--- src/rtl/fifo_rd_stream_if.sv ---
// FIFO read port plus the outgoing sample stream, bundled for fifo_rd_stream.
// The drain controller is the master; the FIFO/consumer side is the slave.
interface fifo_rd_stream_if #(
  parameter int DATA_WIDTH = 31,
  parameter int FCNT_WIDTH = 16
);
  logic                  rd_en;
  logic [DATA_WIDTH-1:0] rd_data;
  logic                  rd_empty;
  logic                  m_valid;
  logic                  m_ready;
  logic [DATA_WIDTH-1:0] m_data;
  logic                  m_last;
  logic [FCNT_WIDTH-1:0] sample_idx;
  logic [FCNT_WIDTH-1:0] frame_idx;

  modport master (
    output rd_en,
    input  rd_data,
    input  rd_empty,
    output m_valid,
    input  m_ready,
    output m_data,
    output m_last,
    output sample_idx,
    output frame_idx
  );

  modport slave (
    input  rd_en,
    output rd_data,
    output rd_empty,
    input  m_valid,
    output m_ready,
    input  m_data,
    input  m_last,
    input  sample_idx,
    input  frame_idx
  );
endinterface

--- src/rtl/fifo_rd_stream.sv ---
// Read-side drain controller: pops the sample FIFO into a small credit-managed
// buffer and presents it as a valid/ready stream with frame position tags.
module fifo_rd_stream #(
  parameter int DATA_WIDTH = 31,
  parameter int RD_LATENCY = 1,
  parameter int FRAME_LEN  = 1024,
  parameter int FCNT_WIDTH = 16
) (
  input  logic             rd_clk,
  input  logic             rd_rst_n,
  input  logic             en,
  input  logic             frame_clr,
  output logic             busy,
  fifo_rd_stream_if.master bus
);

  localparam int BUF_DEPTH = RD_LATENCY + 2;
  localparam int PTR_W     = $clog2(BUF_DEPTH);
  localparam int CNT_W     = $clog2(BUF_DEPTH + 1);

  localparam logic [FCNT_WIDTH-1:0] LAST_IDX = FCNT_WIDTH'(FRAME_LEN - 1);
  localparam logic [PTR_W-1:0]      PTR_MAX  = PTR_W'(BUF_DEPTH - 1);
  localparam logic [CNT_W:0]        CREDIT   = (CNT_W + 1)'(BUF_DEPTH);

  logic                  run_q;
  logic [RD_LATENCY-1:0] pipe_q, pipe_d;
  logic [DATA_WIDTH-1:0] mem_q [BUF_DEPTH];
  logic [PTR_W-1:0]      wr_ptr_q, wr_ptr_d;
  logic [PTR_W-1:0]      rd_ptr_q, rd_ptr_d;
  logic [CNT_W-1:0]      occ_q, occ_d;
  logic [FCNT_WIDTH-1:0] sample_q, sample_d;
  logic [FCNT_WIDTH-1:0] frame_q, frame_d;

  logic [CNT_W-1:0]      inflight;
  logic [CNT_W:0]        pending;
  logic                  issue;
  logic                  land;
  logic                  pop;
  logic                  at_last;

  function automatic logic [PTR_W-1:0] ptrInc(input logic [PTR_W-1:0] p);
    return (p == PTR_MAX) ? '0 : p + 1'b1;
  endfunction

  always_comb begin
    inflight = '0;
    for (int i = 0; i < RD_LATENCY; i++) begin
      inflight = inflight + CNT_W'(pipe_q[i]);
    end
  end

  // Credits count landed and still-in-flight words, never the same-cycle pop,
  // so rd_en stays free of any path from m_ready and a landing always has room.
  assign pending = {1'b0, occ_q} + {1'b0, inflight};
  assign issue   = run_q & en & ~bus.rd_empty & (pending < CREDIT);
  assign land    = pipe_q[RD_LATENCY-1];
  assign pop     = (occ_q != '0) & bus.m_ready;
  assign at_last = (sample_q == LAST_IDX);

  always_comb begin
    pipe_d   = RD_LATENCY'({pipe_q, issue});
    wr_ptr_d = land ? ptrInc(wr_ptr_q) : wr_ptr_q;
    rd_ptr_d = pop  ? ptrInc(rd_ptr_q) : rd_ptr_q;
    occ_d    = occ_q + CNT_W'(land) - CNT_W'(pop);
  end

  always_comb begin
    sample_d = sample_q;
    frame_d  = frame_q;
    if (frame_clr) begin
      sample_d = '0;
      frame_d  = '0;
    end else if (pop) begin
      if (at_last) begin
        sample_d = '0;
        frame_d  = frame_q + 1'b1;
      end else begin
        sample_d = sample_q + 1'b1;
      end
    end
  end

  // run_q holds off the first pop until one edge after reset release.
  always_ff @(posedge rd_clk or negedge rd_rst_n) begin
    if (!rd_rst_n) begin
      run_q    <= 1'b0;
      pipe_q   <= '0;
      wr_ptr_q <= '0;
      rd_ptr_q <= '0;
      occ_q    <= '0;
      sample_q <= '0;
      frame_q  <= '0;
      for (int i = 0; i < BUF_DEPTH; i++) begin
        mem_q[i] <= '0;
      end
    end else begin
      run_q    <= 1'b1;
      pipe_q   <= pipe_d;
      wr_ptr_q <= wr_ptr_d;
      rd_ptr_q <= rd_ptr_d;
      occ_q    <= occ_d;
      sample_q <= sample_d;
      frame_q  <= frame_d;
      if (land) begin
        mem_q[wr_ptr_q] <= bus.rd_data;
      end
    end
  end

  assign bus.rd_en      = issue;
  assign bus.m_valid    = (occ_q != '0);
  assign bus.m_data     = mem_q[rd_ptr_q];
  assign bus.m_last     = (occ_q != '0) & at_last;
  assign bus.sample_idx = sample_q;
  assign bus.frame_idx  = frame_q;
  assign busy           = (pending != '0);

  a_no_empty_read: assert property (@(posedge rd_clk) disable iff (!rd_rst_n)
    !(bus.rd_en && bus.rd_empty));
  a_no_overflow: assert property (@(posedge rd_clk) disable iff (!rd_rst_n)
    !(land && occ_q == CNT_W'(BUF_DEPTH)));
  a_credit_bound: assert property (@(posedge rd_clk) disable iff (!rd_rst_n)
    pending <= CREDIT);

endmodule

--- src/flat_wrapper.sv ---
// flat-port wrapper written by rule: the top's interface ports become plain ports
module fifo_rd_stream_flat 
#(
  parameter int DATA_WIDTH = 31,
  parameter int RD_LATENCY = 1,
  parameter int FRAME_LEN  = 1024,
  parameter int FCNT_WIDTH = 16
)
  (rd_clk, rd_rst_n, en, frame_clr, busy, bus_rd_en, bus_rd_data, bus_rd_empty, bus_m_valid, bus_m_ready, bus_m_data, bus_m_last, bus_sample_idx, bus_frame_idx);
  fifo_rd_stream_if #(.DATA_WIDTH(DATA_WIDTH), .FCNT_WIDTH(FCNT_WIDTH)) bus_i ();
  input  logic rd_clk;
  input  logic rd_rst_n;
  input  logic en;
  input  logic frame_clr;
  output logic busy;
  output wire logic [$bits(bus_i.rd_en)-1:0] bus_rd_en;
  input wire logic [$bits(bus_i.rd_data)-1:0] bus_rd_data;
  input wire logic [$bits(bus_i.rd_empty)-1:0] bus_rd_empty;
  output wire logic [$bits(bus_i.m_valid)-1:0] bus_m_valid;
  input wire logic [$bits(bus_i.m_ready)-1:0] bus_m_ready;
  output wire logic [$bits(bus_i.m_data)-1:0] bus_m_data;
  output wire logic [$bits(bus_i.m_last)-1:0] bus_m_last;
  output wire logic [$bits(bus_i.sample_idx)-1:0] bus_sample_idx;
  output wire logic [$bits(bus_i.frame_idx)-1:0] bus_frame_idx;
  assign bus_rd_en = bus_i.rd_en;
  assign bus_i.rd_data = bus_rd_data;
  assign bus_i.rd_empty = bus_rd_empty;
  assign bus_m_valid = bus_i.m_valid;
  assign bus_i.m_ready = bus_m_ready;
  assign bus_m_data = bus_i.m_data;
  assign bus_m_last = bus_i.m_last;
  assign bus_sample_idx = bus_i.sample_idx;
  assign bus_frame_idx = bus_i.frame_idx;
  fifo_rd_stream #(.DATA_WIDTH(DATA_WIDTH), .RD_LATENCY(RD_LATENCY), .FRAME_LEN(FRAME_LEN), .FCNT_WIDTH(FCNT_WIDTH)) u_core (.rd_clk(rd_clk), .rd_rst_n(rd_rst_n), .en(en), .frame_clr(frame_clr), .busy(busy), .bus(bus_i));
endmodule
--- config.mk ---
export PLATFORM = sky130hd
export DESIGN_NAME = fifo_rd_stream_flat
export DESIGN_NICKNAME = d
export VERILOG_FILES = /design/src/rtl/fifo_rd_stream_if.sv /design/src/rtl/fifo_rd_stream.sv /design/src/flat_wrapper.sv
export SDC_FILE = /design/constraint.sdc
export NUM_CORES = 1
export LEC_CHECK = 0
export ABC_AREA = 1
export CAP_MARGIN = 25
export CORE_MARGIN = 5
export CORE_UTILIZATION = 50
export CTS_CLUSTER_DIAMETER = 120
export DETAILED_ROUTE_END_ITERATION = 8
export PLACE_DENSITY = 0.74
export SLEW_MARGIN = 20
export SYNTH_ARGS = -nofsm -noshare
export SYNTH_HDL_FRONTEND = slang
export SYNTH_SLANG_ARGS = --single-unit
--- constraint.sdc ---
create_clock -name rd_clk -period 3.9 [get_ports rd_clk]
set_clock_uncertainty 0.15 [all_clocks]
set_input_delay 0.585 -clock rd_clk [delete_from_list [all_inputs] [get_ports rd_clk]]
set_output_delay 0.585 -clock rd_clk [all_outputs]
set_load 0.005 [all_outputs]
==> flow_summary_export.csv <==
group,metric,value,unit
detailed_routing,routed-via-count,5615,
worst_setup_path,required,3.16,ns
worst_setup_path,crit_path_end_kind,"output port",
worst_setup_path,reg2reg_to,"u_core.bus.frame_idx[6]$_DFFE_PN0P_",
placed_design,gp_congestion,0.887,
worst_setup_path,path_common_cell,"ha_1",
sta,final-max-slew-violation-count,0,
detailed_routing,route.detailed.drc,0,
worst_setup_path,start_kind,"register",
floorplanning,chipWidth,122,microns
clocking,cts_tree,"built",
worst_setup_path,arrival,2.53,ns
floorplanning,die_height,122,microns
placed_design,hpwl,9930,microns
layout,final_cells,1068,
global_route,grt_pass1_wl,26000,microns
floorplanning,ioPinCount,104,
synth,syn_area_per_cell,8.00,sq um
global_route,grt.total_usage,21.8,%
worst_setup_path,reg2reg_slack,1.92,ns
worst_setup_path,cp.depth,4,
synth,async_reset_ff_share,100,%
sta,fmaxAchievable,0.306,GHz
synth,seq_area_frac_synth,52.7,%
clocking,h-tree-depth,4,
placed_design,port_buffers,103,
floorplanning,start_util,50.4,%
synth,synth_top_area_cell,"dfrtp_1",
worst_setup_path,critPathMaxFanout,7,
synth,synthCells,789,
floorplanning,core_area,12500,sq um
clocking,clkLatencyLatePin,0.42,ns
clocking,clock-sinks,133,
worst_setup_path,cp_top_family,"buffers and inverters",
global_route,grt_max_degree,90,
detailed_routing,routed_wl,15600,microns
worst_setup_path,critPathCapture,"bus_rd_en",
floorplanning,placementRows,41,
clocking,post-cts-setup-buffer-count,0,
sta,fin_crit_sh,83.8,%
detailed_routing,drtIter0Drc,495,
worst_setup_path,cp_slowest_cell,"clkdlybuf4s50_1",
synth,yosys_register_bits,133,
layout,drive_gt1_share,6.81,%
detailed_routing,routed_via_density,5.26,
layout,final_nets,927,
sta,rsz0062_at_grt,"false",
synth,synth-main-ff-cell,"dfrtp_1",
global_route,grt_pass1_vias,5337,
synth,synth.distinct_cells,30,
global_route,grt.overflow.total,0,
worst_setup_path,path_buf_inv,1,
detailed_routing,dr.pass1.iters,5,
worst_setup_path,slowest_delay,0.61,ns
worst_setup_path,crit_path_cell_trace,"ha_1 > ha_1 > a2111oi_0 > clkdlybuf4s50_1",
worst_setup_path,reg2reg_depth,6,
clocking,clkTransAtPathRegs,0.05,ns
outcome,status,"finished, final reports clean",
clocking,cts_resized,0,
synth,synth_edf_count,0,
sta,period_needed,3.27,ns
sta,hold_violations,0,
clocking,root_buffer,"clkbuf_16",
global_route,antenna_found_initial,0,
floorplanning,dieArea,15000,sq um
power,powerDensity,744,nW/um^2
hold_path,worst_hold_path_type,"in2async",
placed_design,place_inst,1037,
layout,syn2layout_area_growth,28.7,%
power,ir_drop,0.488,mV
worst_setup_path,r2r_start,"u_core.bus.sample_idx[0]$_DFFE_PN0P_",
synth,synth.area.top_cells,"dfrtp_1 (53%), nand2_1 (15%), o21ai_0 (8.4%), nand3_1 (6.9%), inv_1 (3.6%)",
synth,yosys_warnings,0,
power,p_comb_share,35.4,%
sta,finalSetupViolations,0,
sta,tightest_slew,0.868,ns
run,cap_viol_max_count,0,
power,total_power,6.05,mW
clocking,numCtsBuffers,17,
power,p_sw,1.99,mW
layout,antennaDiodeCount,0,
synth,syn_area,6310,sq um
clocking,postCtsHoldBufs,0,
worst_setup_path,crit_type,"reg2out",
power,p_int,4.06,mW
clocking,cts_buffer_depth,2,
synth,syn_nets,832,
sta,finalSetupTns,0,ns
worst_setup_path,startpoint,"u_core.land$_DFF_PN0_",
synth,synth_top_area_share,52.7,%
detailed_routing,detail-route-antenna-nets,0,
power,netSwitchingFraction,32.9,%
detailed_routing,routedWlPerCell,14.6,microns
power,power_frac_clock,28.0,%
sta,relSlewSlack,42.0,%
power,p_leak,3.81,nW
power,power_frac_seq,36.6,%
## power by group through the flow
stage               Sequential, mW  Combinational [mW]  Clock, mW
floorplan                     2.14                1.09          0
global placement              2.19                2.09          0
detailed placement            2.22                2.15          0
CTS                           2.21                2.18       1.71
global route                  2.28                2.40       1.78
finish                        2.21                2.14       1.69
## routing by layer
layer  GRT usage, %  vias up  part of all wire (%)
met5              0        -                     0
met3           4.24       20                   5.3
met2           35.7      185                    49
met4           7.35        0                   1.5
li1               -     2744                     -
met1           29.3     2666                    44
## cells by family after synthesis
kind of cell             synth area share, %
AND/OR/NAND/NOR                         27.4
flip-flops                              52.7
AO/OA/AOI/OAI                           10.7
buffers and inverters                   6.26
XOR/XNOR                                1.67
adder cells (fa/ha/maj)                 1.19
other                                 0.0594
## worst reg2reg max path, delay by kind of cell, from the launching register on
| kind | cells | cell delay [ns] |
|---|---|---|
| simple gates | 3 | 0.51 |
| compound gates | 2 | 0.50 |
| flops | 1 | 0.45 |
| fa+ha+maj | 1 | 0.23 |
## layout make-up
| class | count | area (sq um) |
|---|---|---|
| multi-input cells | 557 | 2610 |
| fillers | 1081 | 4390 |
| well taps | 172 | 215 |
| clock inverters | 11 | 176 |
| repair buffers | 112 | 1100 |
| flip-flops and latches | 133 | 3330 |
| clock buffers | 20 | 457 |
| inverters | 63 | 236 |
## cell usage in the layout, fill, tap and decap left out, types with 5 or more instances in the layout
cell	Yosys	routed
o21ai_1	6	6
inv_1	60	60
ha_1	6	6
nor3_1	7	7
clkbuf_16	0	17
nand3_1	87	84
xor2_1	11	11
clkdlybuf4s50_1	0	102
buf_4	0	9
nand2_1	245	245
dfrtp_1	133	133
o21ai_0	106	106
nor2_1	49	47
a21oi_1	5	5
clkinv_4	0	5
nand4_1	11	11
## per-stage QoR
stage	hold slack, ns	cell area (sq um)	setup slack [ns]	utilization (%)
3_5_place_dp	0.323	7490	1.01	59.9
2_1_floorplan	0.139	6310	1.74	-
5_1_grt	0.148	8130	0.422	64.9
4_1_cts	0.104	8130	0.588	64.9
6_report	0.0523	8130	0.632	64.9
3_3_place_gp	0.315	7490	1.06	59.9
## worst min-delay path by stage
stage | endpoint | slack (ns) | depth (start not counted)
after global placement | u_core.mem_q[21]$_DFFE_PN0P_ | 0.32 | 2
after CTS | u_core.bus.frame_idx[8]$_DFFE_PN0P_ | 0.10 | 1
after global routing | u_core.bus.frame_idx[12]$_DFFE_PN0P_ | 0.15 | 1
after detailed placement | u_core.mem_q[22]$_DFFE_PN0P_ | 0.32 | 2
final | u_core.bus.frame_idx[8]$_DFFE_PN0P_ | 0.05 | 1
after floorplan | u_core.bus.frame_idx[0]$_DFFE_PN0P_ | 0.14 | 0
## flip-flops by register name (all words and copies together) (netlist names)
register	count
u_core.bus.sample_idx	16
u_core.rd_ptr_q	2
u_core.mem_q	93
u_core.bus.frame_idx	16
u_core.wr_ptr_q	2
u_core.run_q	1
u_core.occ_q	2
u_core.land	1
## cell usage after synthesis (3+ instances only)
| cell type | instances |
|---|---|
| nand2_1 | 245 |
| dfrtp_1 | 133 |
| o21ai_0 | 106 |
| nand3_1 | 87 |
| inv_1 | 60 |
| nor2_1 | 49 |
| clkbuf_1 | 29 |
| nand4_1 | 11 |
| xor2_1 | 11 |
| nor3_1 | 7 |
| ha_1 | 6 |
| o21ai_1 | 6 |
| a21oi_1 | 5 |
| nand2_2 | 4 |
| o21ai_2 | 4 |
| o21bai_1 | 4 |
| buf_1 | 3 |
| buf_6 | 3 |
(Power assumes the default switching activity.)
